### config.mk
export PLATFORM = sky130hd
export DESIGN_NAME = sensor_scheduler
export DESIGN_NICKNAME = d
export VERILOG_FILES = /design/src/rtl/sensor_sched_pkg.sv /design/src/rtl/sensor_scheduler_ms_tick_gen.sv /design/src/rtl/sensor_scheduler.sv
export SDC_FILE = /design/constraint.sdc
export NUM_CORES = 1
export LEC_CHECK = 0
export ABC_AREA = 1
export CORE_ASPECT_RATIO = 2
export CORE_MARGIN = 1
export CORE_UTILIZATION = 56
export DETAILED_ROUTE_END_ITERATION = 10
export PLACE_DENSITY = 0.85
export SYNTH_ARGS = -nofsm -noshare
export SYNTH_HDL_FRONTEND = slang
export SYNTH_SLANG_ARGS = --single-unit
### constraint.sdc
create_clock -name clk -period 1.8 [get_ports clk]
set_input_delay 0.18 -clock clk [delete_from_list [all_inputs] [get_ports clk]]
set_output_delay 0.18 -clock clk [all_outputs]
set_load 0.01 [all_outputs]
### src/rtl/sensor_sched_pkg.sv
// Shared definitions for the sensor scheduler: FSM states, top-level mode
// codes for the two sensor modes, and the UART command bytes.
package sensor_sched_pkg;

  typedef enum logic [1:0] {
    IDLE    = 2'd0,
    START   = 2'd1,
    WAIT    = 2'd2,
    HOLDOFF = 2'd3
  } sched_state_t;

  localparam logic [2:0] MODE_SR04  = 3'd6;
  localparam logic [2:0] MODE_DHT11 = 3'd7;

  localparam logic [7:0] CMD_GO   = 8'h47;  // 'G' : manual trigger
  localparam logic [7:0] CMD_AUTO = 8'h41;  // 'A' : toggle auto-measure

endpackage

### src/rtl/sensor_scheduler_ms_tick_gen.sv
// ms_tick_gen: divides clk by TICK_DIV into a 1-cycle tick.
// Ports:
//   clk     - system clock
//   rst     - synchronous active-low reset
//   restart - forces the prescaler back to 0 on the next edge
//   tick    - high for the one cycle where the prescaler sits at TICK_DIV-1
module ms_tick_gen #(
  parameter int TICK_DIV = 100_000
) (
  input  logic clk,
  input  logic rst,
  input  logic restart,
  output logic tick
);

  localparam int CW = (TICK_DIV > 1) ? $clog2(TICK_DIV) : 1;

  logic [CW-1:0] cnt;

  // Kept independent of restart: the owner's restart depends on tick.
  assign tick = (cnt == CW'(TICK_DIV - 1));

  always_ff @(posedge clk) begin
    if (!rst)                cnt <= '0;
    else if (restart || tick) cnt <= '0;
    else                     cnt <= cnt + CW'(1);
  end

endmodule

### src/rtl/sensor_scheduler.sv
// sensor_scheduler: sequences the SR04 (mode 6) and DHT11 (mode 7) sensor
// controllers. Issues a start pulse, waits for done or timeout, then holds
// off for the sensor's re-trigger interval. Auto mode re-arms continuously;
// manual triggers (button or UART 'G') are queued in a pending flag.
// Ports:
//   clk, rst            - clock, synchronous active-low reset
//   mode                - top-level mode (6/7 select a sensor)
//   rx_data, tx_empty   - UART byte, valid while tx_empty is low
//   btn_trig            - single-cycle manual trigger
//   sr_start/sr_done    - SR04 controller handshake
//   dht_start/dht_done  - DHT11 controller handshake
//   busy                - measurement in flight (START/WAIT)
//   meas_valid          - 1-cycle pulse after a successful measurement
//   timeout             - sticky: last measurement timed out
//   auto_en             - auto-measure enabled
//   sample_cnt, err_cnt - successes (wrapping) / timeouts (saturating)
module sensor_scheduler
  import sensor_sched_pkg::*;
#(
  parameter int TICK_DIV        = 100_000,
  parameter int SR04_PERIOD_MS  = 100,
  parameter int DHT_PERIOD_MS   = 2000,
  parameter int SR04_TIMEOUT_MS = 30,
  parameter int DHT_TIMEOUT_MS  = 25
) (
  input  logic       clk,
  input  logic       rst,
  input  logic [2:0] mode,
  input  logic [7:0] rx_data,
  input  logic       tx_empty,
  input  logic       btn_trig,
  output logic       sr_start,
  input  logic       sr_done,
  output logic       dht_start,
  input  logic       dht_done,
  output logic       busy,
  output logic       meas_valid,
  output logic       timeout,
  output logic       auto_en,
  output logic [7:0] sample_cnt,
  output logic [7:0] err_cnt
);

  localparam logic [15:0] SR_TMO_LAST  = 16'(SR04_TIMEOUT_MS - 1);
  localparam logic [15:0] DHT_TMO_LAST = 16'(DHT_TIMEOUT_MS - 1);
  localparam logic [15:0] SR_PER_LAST  = 16'(SR04_PERIOD_MS - 1);
  localparam logic [15:0] DHT_PER_LAST = 16'(DHT_PERIOD_MS - 1);

  sched_state_t state;
  logic         tgt;       // latched target: 0 = SR04, 1 = DHT11
  logic         pending;
  logic         cmd_q;
  logic [15:0]  ms_cnt;
  logic         tick;

  logic in_sensor, mode_tgt, abort;
  logic cmd_rise, go_cmd, auto_cmd, trig;
  logic done_tgt, tmo_hit, hold_exp, restart;
  logic [15:0] tmo_last, per_last;

  assign in_sensor = (mode == MODE_SR04) || (mode == MODE_DHT11);
  assign mode_tgt  = (mode == MODE_DHT11);
  // Leaving the sensor modes, or switching sensor mid-sequence, aborts.
  assign abort     = !in_sensor || ((state != IDLE) && (mode_tgt != tgt));

  // UART command acts once per rising edge of the valid level.
  assign cmd_rise = ~tx_empty & ~cmd_q;
  assign go_cmd   = cmd_rise && (rx_data == CMD_GO);
  assign auto_cmd = cmd_rise && (rx_data == CMD_AUTO);
  assign trig     = btn_trig | go_cmd;

  assign done_tgt = tgt ? dht_done : sr_done;
  assign tmo_last = tgt ? DHT_TMO_LAST : SR_TMO_LAST;
  assign per_last = tgt ? DHT_PER_LAST : SR_PER_LAST;

  // Timeout / hold-off end on the tick that completes the final ms, so
  // WAIT spans TIMEOUT*TICK_DIV cycles and HOLDOFF PERIOD*TICK_DIV cycles.
  assign tmo_hit  = (state == WAIT)    && tick && (ms_cnt == tmo_last);
  assign hold_exp = (state == HOLDOFF) && tick && (ms_cnt == per_last);

  // Prescaler and ms counter sit at 0 on the first cycle of WAIT/HOLDOFF.
  assign restart = (state == IDLE) || (state == START) ||
                   ((state == WAIT) && (done_tgt || tmo_hit));

  ms_tick_gen #(.TICK_DIV(TICK_DIV)) u_tick (
    .clk     (clk),
    .rst     (rst),
    .restart (restart),
    .tick    (tick)
  );

  always_ff @(posedge clk) begin
    if (!rst)         ms_cnt <= '0;
    else if (restart) ms_cnt <= '0;
    else if (tick)    ms_cnt <= ms_cnt + 16'd1;
  end

  always_ff @(posedge clk) begin
    if (!rst) begin
      state      <= IDLE;
      tgt        <= 1'b0;
      pending    <= 1'b0;
      cmd_q      <= 1'b0;
      sr_start   <= 1'b0;
      dht_start  <= 1'b0;
      busy       <= 1'b0;
      meas_valid <= 1'b0;
      timeout    <= 1'b0;
      auto_en    <= 1'b1;
      sample_cnt <= 8'd0;
      err_cnt    <= 8'd0;
    end else begin
      cmd_q      <= ~tx_empty;
      sr_start   <= 1'b0;
      dht_start  <= 1'b0;
      meas_valid <= 1'b0;
      if (auto_cmd) auto_en <= ~auto_en;
      if (trig)     pending <= 1'b1;

      if (abort) begin
        state <= IDLE;
        busy  <= 1'b0;
      end else begin
        case (state)
          IDLE, HOLDOFF: begin
            // IDLE only gets here with a sensor mode selected.
            if (state == IDLE || hold_exp) begin
              if (auto_en || pending) begin
                state     <= START;
                tgt       <= mode_tgt;
                sr_start  <= ~mode_tgt;
                dht_start <= mode_tgt;
                busy      <= 1'b1;
                pending   <= 1'b0;
              end else begin
                state <= IDLE;
              end
            end
          end
          START: state <= WAIT;
          WAIT: begin
            if (done_tgt) begin
              state      <= HOLDOFF;
              busy       <= 1'b0;
              meas_valid <= 1'b1;
              timeout    <= 1'b0;
              sample_cnt <= sample_cnt + 8'd1;
            end else if (tmo_hit) begin
              state   <= HOLDOFF;
              busy    <= 1'b0;
              timeout <= 1'b1;
              if (err_cnt != 8'hFF) err_cnt <= err_cnt + 8'd1;
            end
          end
          default: state <= IDLE;
        endcase
      end
    end
  end

endmodule

# ---- Yosys cells after proc, flatten, opt, wreduce, memory -nomap -nowiden
# Index checks and enable logic that the tools add are counted.
dict set report totals {
  reg_bits 60
  input_bits 17
  elab_cells 100
}
dict set report op_classes {
  addsub 4
  n_eq_ne 15
  n_mux 21
  n_bitwise 13
  reduce_logical 33
}
# op count
set ops {}
lappend ops {{$add A17 B1 Y17 const B} 1}
lappend ops {{$eq A17 B17 Y1 const B} 1}
lappend ops {{$add A16 B1 Y16 const B} 1}
lappend ops {{$add A8 B1 Y8 const B} 2}
lappend ops {{$eq A16 B11 Y1} 1}
lappend ops {{$eq A16 B5 Y1} 1}
lappend ops {{$eq A8 B7 Y1 const B} 2}
lappend ops {{$mux W1} 14}
lappend ops {{$mux W11} 1}
lappend ops {{$not A1 Y1} 11}
lappend ops {{$logic_and A1 B1 Y1} 8}
lappend ops {{$logic_or A1 B1 Y1} 8}
lappend ops {{$ne A8 B8 Y1 const B} 1}
lappend ops {{$reduce_and A4 Y1} 2}
lappend ops {{$reduce_or A2 Y1} 4}
lappend ops {{$eq A3 B3 Y1 const B} 2}
lappend ops {{$mux W2} 3}
lappend ops {{$pmux W2 S3} 1}
lappend ops {{$reduce_and A3 Y1} 2}
lappend ops {{$reduce_bool A2 Y1} 3}
lappend ops {{$reduce_and A5 Y1} 1}
lappend ops {{$reduce_or A5 Y1} 1}
lappend ops {{$eq A2 B2 Y1 const B} 2}
lappend ops {{$ne A2 B2 Y1 const B} 2}
lappend ops {{other kinds (11)} 11}

# ---- Longest topological paths before layout
# Gate-level depths: netlist of run 1.
dict set report logic_depth {
  depth_word 9
  depth_mapped 15
  mapped_depth_nobuf 14
}

# ---- Hierarchy
# A second synthesis of run 1 with hierarchy kept.
dict set report unflattened {
  hier_cells 482
  area_unflattened_um2 3367.0
}
# mod n_inst cells_each area_each_um2 seq_area_each_um2
set by_module_without_submodules {}
lappend by_module_without_submodules {sensor_scheduler 1 354 2478.6 860.8}
lappend by_module_without_submodules {ms_tick_gen 1 128 888.4 340.3}

# ---- Least setup slack after synthesis of run 1
# Ideal clock, no wire load.
dict set report synth_path {
  kind {reg2reg}
  from {register state[0]}
  to {register u_tick.cnt[15]}
  setup_time_ns 0.062
  arrival_time_ns 1.600
  t_required_ns 1.738
  setup_slack_ns 0.138
  path_stages_with_launch 16
  n_path_buf 2
  period_less_slack_ns 1.662
  path_cell_list {dfxtp_1 inv_1 ha_1 buf_4 nand2_1 inv_1 nand2_1 nor2_1 nand2_1 nor2_1 nand2_2 nand2_2 nand2_4 nand4_4 buf_12 nor2_2}
}
dict set report synth_between {
  elab_chain_cells 8
  elab_cells_between_ends 11
  classes_between {eq/ne (2); reduce/logical (9)}
}
# item line_no
set synth_rtl {}
lappend synth_rtl {{start, declared} sensor_scheduler.sv:49} ;# sched_state_t state;
lappend synth_rtl {{start signal, assigned} sensor_scheduler.sv:100} ;# state <= IDLE;
lappend synth_rtl {{start signal, assigned} sensor_scheduler.sv:121} ;# state <= IDLE;
lappend synth_rtl {{start signal, assigned} sensor_scheduler.sv:129} ;# state <= START;
lappend synth_rtl {{$eq A2 B2 Y1} {sensor_scheduler.sv:78, sensor_scheduler.sv:83}}
lappend synth_rtl {{$logic_and A1 B1 Y1 (2 in series)} sensor_scheduler.sv:78} ;# assign tmo_hit = (state == WAIT) && tick && (ms_cnt == tmo_last);
lappend synth_rtl {{$logic_or A1 B1 Y1} sensor_scheduler.sv:83} ;# ((state == WAIT) && (done_tgt || tmo_hit));
lappend synth_rtl {{$logic_and A1 B1 Y1} sensor_scheduler.sv:83}
lappend synth_rtl {{$logic_or A1 B1 Y1 (*)} sensor_scheduler.sv:82} ;# assign restart = (state == IDLE) || (state == START) ||
lappend synth_rtl {{$logic_or A1 B1 Y1 (*)} sensor_scheduler_ms_tick_gen.sv:25} ;# else if (restart || tick) cnt <= '0;
lappend synth_rtl {{$reduce_or A2 Y1 (no line) (*)} n/a}
lappend synth_rtl {{end signal, assigned} sensor_scheduler_ms_tick_gen.sv:26} ;# else cnt <= cnt + CW'(1);
lappend synth_rtl {{end, declared} sensor_scheduler_ms_tick_gen.sv:18} ;# logic [CW-1:0] cnt;
# Mark *: on every way between the ends. The rest lies on a longest branch, timed or not.
# A chain may end at the register's enable or synchronous reset.

# ---- Final worst setup path of run 1
dict set report layout_path {
  from {register u_tick.cnt[1]}
  to {register err_cnt[7]}
}
dict set report layout_between {
  elab_chain_cells 4
}
# item line_no
set layout_rtl {}
lappend layout_rtl {{$eq A17 B17 Y1} sensor_scheduler_ms_tick_gen.sv:21} ;# assign tick = (cnt == CW'(TICK_DIV - 1));
lappend layout_rtl {{$logic_and A1 B1 Y1 (2 in series)} sensor_scheduler.sv:78}
lappend layout_rtl {{$reduce_and A5 Y1 (no line)} n/a}
lappend layout_rtl {{end signal, assigned} sensor_scheduler.sv:152} ;# if (err_cnt != 8'hFF) err_cnt <= err_cnt + 8'd1;
lappend layout_rtl {{end, declared} sensor_scheduler.sv:41} ;# output logic [7:0] err_cnt
# No other way between the ends.

==> impl_metrics.csv, run 1 <==
group,metric,value,unit
run_status,outcome,"finished clean",
pwr,power.leakage,1.73,nW
logic_synthesis,synth_enable_flop_cells,0,
global_routing,number_of_antenna_violations_at_the_first_check_in_global_routing,0,
logic_synthesis,netlist.top_cell.by_area,"sky130_fd_sc_hd__dfxtp_1",
setup_path,reg2reg_from,"u_tick.cnt[1]",
setup_path,critical_path.reg2reg.endpoint,"err_cnt[7]",
final_layout,synthToLayoutAreaGrowth,31.9,%
final_layout,most_common_cell_after_layout_fill_and_taps_aside,"sky130_fd_sc_hd__nand2_1",
clock_network,htreeDepth,3,
logic_synthesis,synth_seq_area_share,0.348,
floorplan,die_area,6490,sq um
clock_network,cts.sinks,60,
logic_synthesis,synthesis.instances,500,
sta,layout_worst_path_cycle_share,0.963,
final_layout,finalNetCount,594,
logic_synthesis,post_synth_xor_area_fraction,0.0356,
sta,clock_tree_skew_after_final_layout,0.00530,ns
drt,viasPerCell,5.71,
setup_path,max_stage_delay,0.35,ns
worst_hold_path,min_from,"btn_trig",
placement,place_congestion,1.01,
sta,timing.max_slew.rel_slack,0.693,
sta,final-setup-viol-count,0,
clock_network,clk-insertion-delay-late,0.34,ns
setup_path,worst-path-max-fanout,5,
final_layout,final_layout_size_suffix_gt1_frac,0.216,
logic_synthesis,synth_top_area_share,0.348,
worst_hold_path,min_path_type,"in -> reg",
setup_path,rrSetupSlack,0.07,ns
global_routing,grt_first_pass_wirelength,16500,um
drt,drt-total-wl,10400,um
sta,transition_time_at_the_pin_with_the_least_slew_margin,0.456,ns
floorplan,die_w,57.5,um
floorplan,count_of_standard_cell_rows,40,
pwr,report.power.total,0.00319,W
floorplan,fp.coreArea,5960,sq um
pwr,peakVddDrop,0.000609,V
global_routing,grt_util_all_layers,0.337,
logic_synthesis,postSynthNetCount,525,
clock_network,cts_max_path_buffers,2,
logic_synthesis,synthDistinctLibCells,38,
final_layout,most-common-layout-cells,"97 x sky130_fd_sc_hd__nand2_1, 59 x sky130_fd_sc_hd__inv_1, 56 x sky130_fd_sc_hd__nor2_1",
drt,drtPass1Iterations,4,
drt,drt_iter0_markers,154,
sta,final_hold_viol_count,0,
worst_hold_path,holdPathEnd,"pending",
clock_network,numCtsBuffers,9,
sta,setup_repair_after_global_routing_missed_its_margin,"true",
logic_synthesis,mean_post_synth_cell_area,6.89,sq um
setup_path,path_cells,"ha_4 > nand2_4 > nor2_4 > inv_2 > nor2_2 > nand4_1 > nor2_4 > nand4_1 > a21oi_1",
sta,layout_setup_ws,0.0671,ns
final_layout,diodes,0,
run,drv.max_cap_violation_count,0,
floorplan,initial_utilization,0.579,
logic_synthesis,fraction_of_the_mapped_netlist_area_in_compound_gates,0.0762,
global_routing,grt_overflow,0,
logic_synthesis,asyncSetResetFlopFracSynth,0,
setup_path,critPathRequiredTime,2.07,ns
global_routing,first_global_vias,3716,
setup_path,worst_path_dominant_cell_family,"simple AND/OR/NAND/NOR gates",
sta,timing_max_transition_violations_final,0,
sta,post-route-min-period,1.73,ns
logic_synthesis,synth_area,3450,sq um
logic_synthesis,netlist_top_cells_area,"sky130_fd_sc_hd__dfxtp_1 35%, sky130_fd_sc_hd__nand2_1 11%, sky130_fd_sc_hd__inv_1 7.2%, sky130_fd_sc_hd__nor2_1 7.0%, sky130_fd_sc_hd__nand3_1 4.9%",
global_routing,largest_net_degree_at_the_start_of_global_routing,17,
logic_synthesis,synth_top_family_by_area,"simple AND/OR/NAND/NOR gates",
clock_network,cts_root_buf,"sky130_fd_sc_hd__clkbuf_16",
logic_synthesis,mux_contribution_to_synthesized_area,0,
placement,port_buffers,38,
setup_path,ff2ff_path_depth,9,
logic_synthesis,synth-simple-area-share,0.413,
setup_path,cpMaxStageDelayCell,"sky130_fd_sc_hd__dfxtp_2",
clock_network,cts.reportedPaths.clkPinSlew,0.05,ns
setup_path,critical_path.n_buffers_inverters,1,
placement,placement_setup_slack,-0.0297,ns
logic_synthesis,dominantRegCellSynth,"sky130_fd_sc_hd__dfxtp_1",
drt,ant_nets,0,
drt,route.detailed.wl_per_inst,16.2,um
clock_network,cts_tree,"built",
setup_path,timing_worst_setup_path_type,"reg -> reg",
floorplan,design.portCount,39,
logic_synthesis,yosysWarnings,0,
logic_synthesis,synth-seq-cells,60,
setup_path,critPathArrivalTime,2.00,ns
placement,detailed_place_hpwl,7560,um
setup_path,worstSetupStartpointType,"register",
pwr,power_density_relative_to_cell_area,702,nW/um^2
sta,fmaxAchievable,0.577,GHz
logic_synthesis,synthAdderAreaFrac,0.0290,
setup_path,critical_path.endpoint_type,"register",
drt,drt_drc_violations_left,0,
worst_hold_path,worst_hold_path.num_cells,3,
drt,num_vias,3639,
floorplan,die-height,113,um
==> report_power, final <==
group | leakage [nW] | internal, W | switching (W) | total [W]
registers | 0.489 | 0.00134 | 0.00000572 | 0.00134
clock network | 0.152 | 0.00108 | 0.000607 | 0.00168
logic | 1.09 | 0.0000749 | 0.0000875 | 0.000162
total | 1.73 | 0.00249 | 0.000701 | 0.00319
==> area by class of cell <==
cell class / instances / area (sq um)
Multi-Input combinational cell: 361 / 2080
Fill cell: 432 / 1410
Sequential cell: 60 / 1210
Timing Repair Buffer: 65 / 596
Clock buffer: 13 / 280
Inverter: 72 / 275
Tap cell: 63 / 78.8
Clock inverter: 3 / 18.8
==> worst max-delay path by stage <==
| stage | endpoint | startpoint | cells past startpoint |
|---|---|---|---|
| 2_1_floorplan | u_tick.cnt[15] | state[0] | 15 |
| 3_3_place_gp | err_cnt[6] | mode[0] | 10 |
| 3_5_place_dp | u_tick.cnt[2] | u_tick.cnt[0] | 9 |
| 4_1_cts | sample_cnt[3] | state[1] | 12 |
| 5_1_grt | err_cnt[6] | state[1] | 12 |
| 6_report | err_cnt[7] | u_tick.cnt[1] | 9 |
==> layer usage <==
metal,GRT usage,wire [um],vias to the layer above
met3,0.0789,418,65
met5,0,0,-
met2,0.605,5650,114
met4,0.309,857,0
met1,0.293,3430,1687
li1,-,-,1773
==> sequential cells by signal, indices dropped and copies added, names as in the netlist <==
register and count:
auto_en 1, busy 1, cmd_q 1, dht_start 1, err_cnt 8, meas_valid 1
ms_cnt 16, pending 1, sample_cnt 8, sr_start 1, state 2, tgt 1
timeout 1, u_tick.cnt 17
==> timing repair <==
action	in CTS	in global routing
hold buffers	0	0
setup endpoints to repair	3	53
pin swaps	1	16
setup buffers	2	3
resized for setup	0	57
endpoints found under the hold margin	0	0
==> synth_stat cells (2+ instances only) <==
cell type	instances
sky130_fd_sc_hd__nand3_2	4
sky130_fd_sc_hd__buf_6	2
sky130_fd_sc_hd__nor2_1	64
sky130_fd_sc_hd__nand3b_1	2
sky130_fd_sc_hd__or2_2	2
sky130_fd_sc_hd__nor2_2	15
sky130_fd_sc_hd__inv_2	5
sky130_fd_sc_hd__dfxtp_1	60
sky130_fd_sc_hd__nand2_2	5
sky130_fd_sc_hd__inv_1	66
sky130_fd_sc_hd__nand2_4	2
sky130_fd_sc_hd__and2_1	2
sky130_fd_sc_hd__nand2_1	98
sky130_fd_sc_hd__o21ai_0	16
sky130_fd_sc_hd__nor3_2	3
sky130_fd_sc_hd__xor2_1	10
sky130_fd_sc_hd__nand3_1	34
sky130_fd_sc_hd__clkbuf_1	2
sky130_fd_sc_hd__a21oi_1	32
sky130_fd_sc_hd__nor3_1	18
sky130_fd_sc_hd__ha_1	8
sky130_fd_sc_hd__nor2_4	3
sky130_fd_sc_hd__nand4_1	22
sky130_fd_sc_hd__nor4_1	6
sky130_fd_sc_hd__xnor2_1	4
sky130_fd_sc_hd__nor3b_1	3
==> metrics by stage <==
step | instance area [sq um] | cells | util | setup TNS [ns] | hold WS, ns
finish | 4550 | 637 | 0.763 | 0 | 0.459
global route | 4550 | 637 | 0.763 | -0.0885 | 0.471
CTS | 4340 | 634 | 0.728 | 0 | 0.456
detailed placement | 4010 | 616 | 0.673 | -0.0675 | 0.468
global placement | 4010 | 616 | 0.673 | 0 | 0.463
floorplan | 3450 | 500 | - | 0 | 0.252
==> worst min-delay path: cells and delay by family <==
family / cells / cell delay, ns
AOI/OAI and AO/OA: 1 / 0.04
buffers and inverters: 1 / 0.46
and+or+nand+nor: 1 / 0.08
==> kinds of logic (layout without fill, tap and decap cells) <==
| group | count (synthesis) | in the layout |
|---|---|---|
| compound gates | 51 | 51 |
| fa+ha+maj | 8 | 8 |
| simple gates | 288 | 288 |
| flops | 60 | 60 |
| xor+xnor | 14 | 14 |
| buf+inv | 79 | 153 |
Note: power is estimated with default switching activity, not from simulation.
==> run 2, diff against run 1 <==
Settings changed: RECOVER_POWER set to 100.
==> results of run 2 <==
No change in the layout: final DEF, timing and power equal those of run 1.
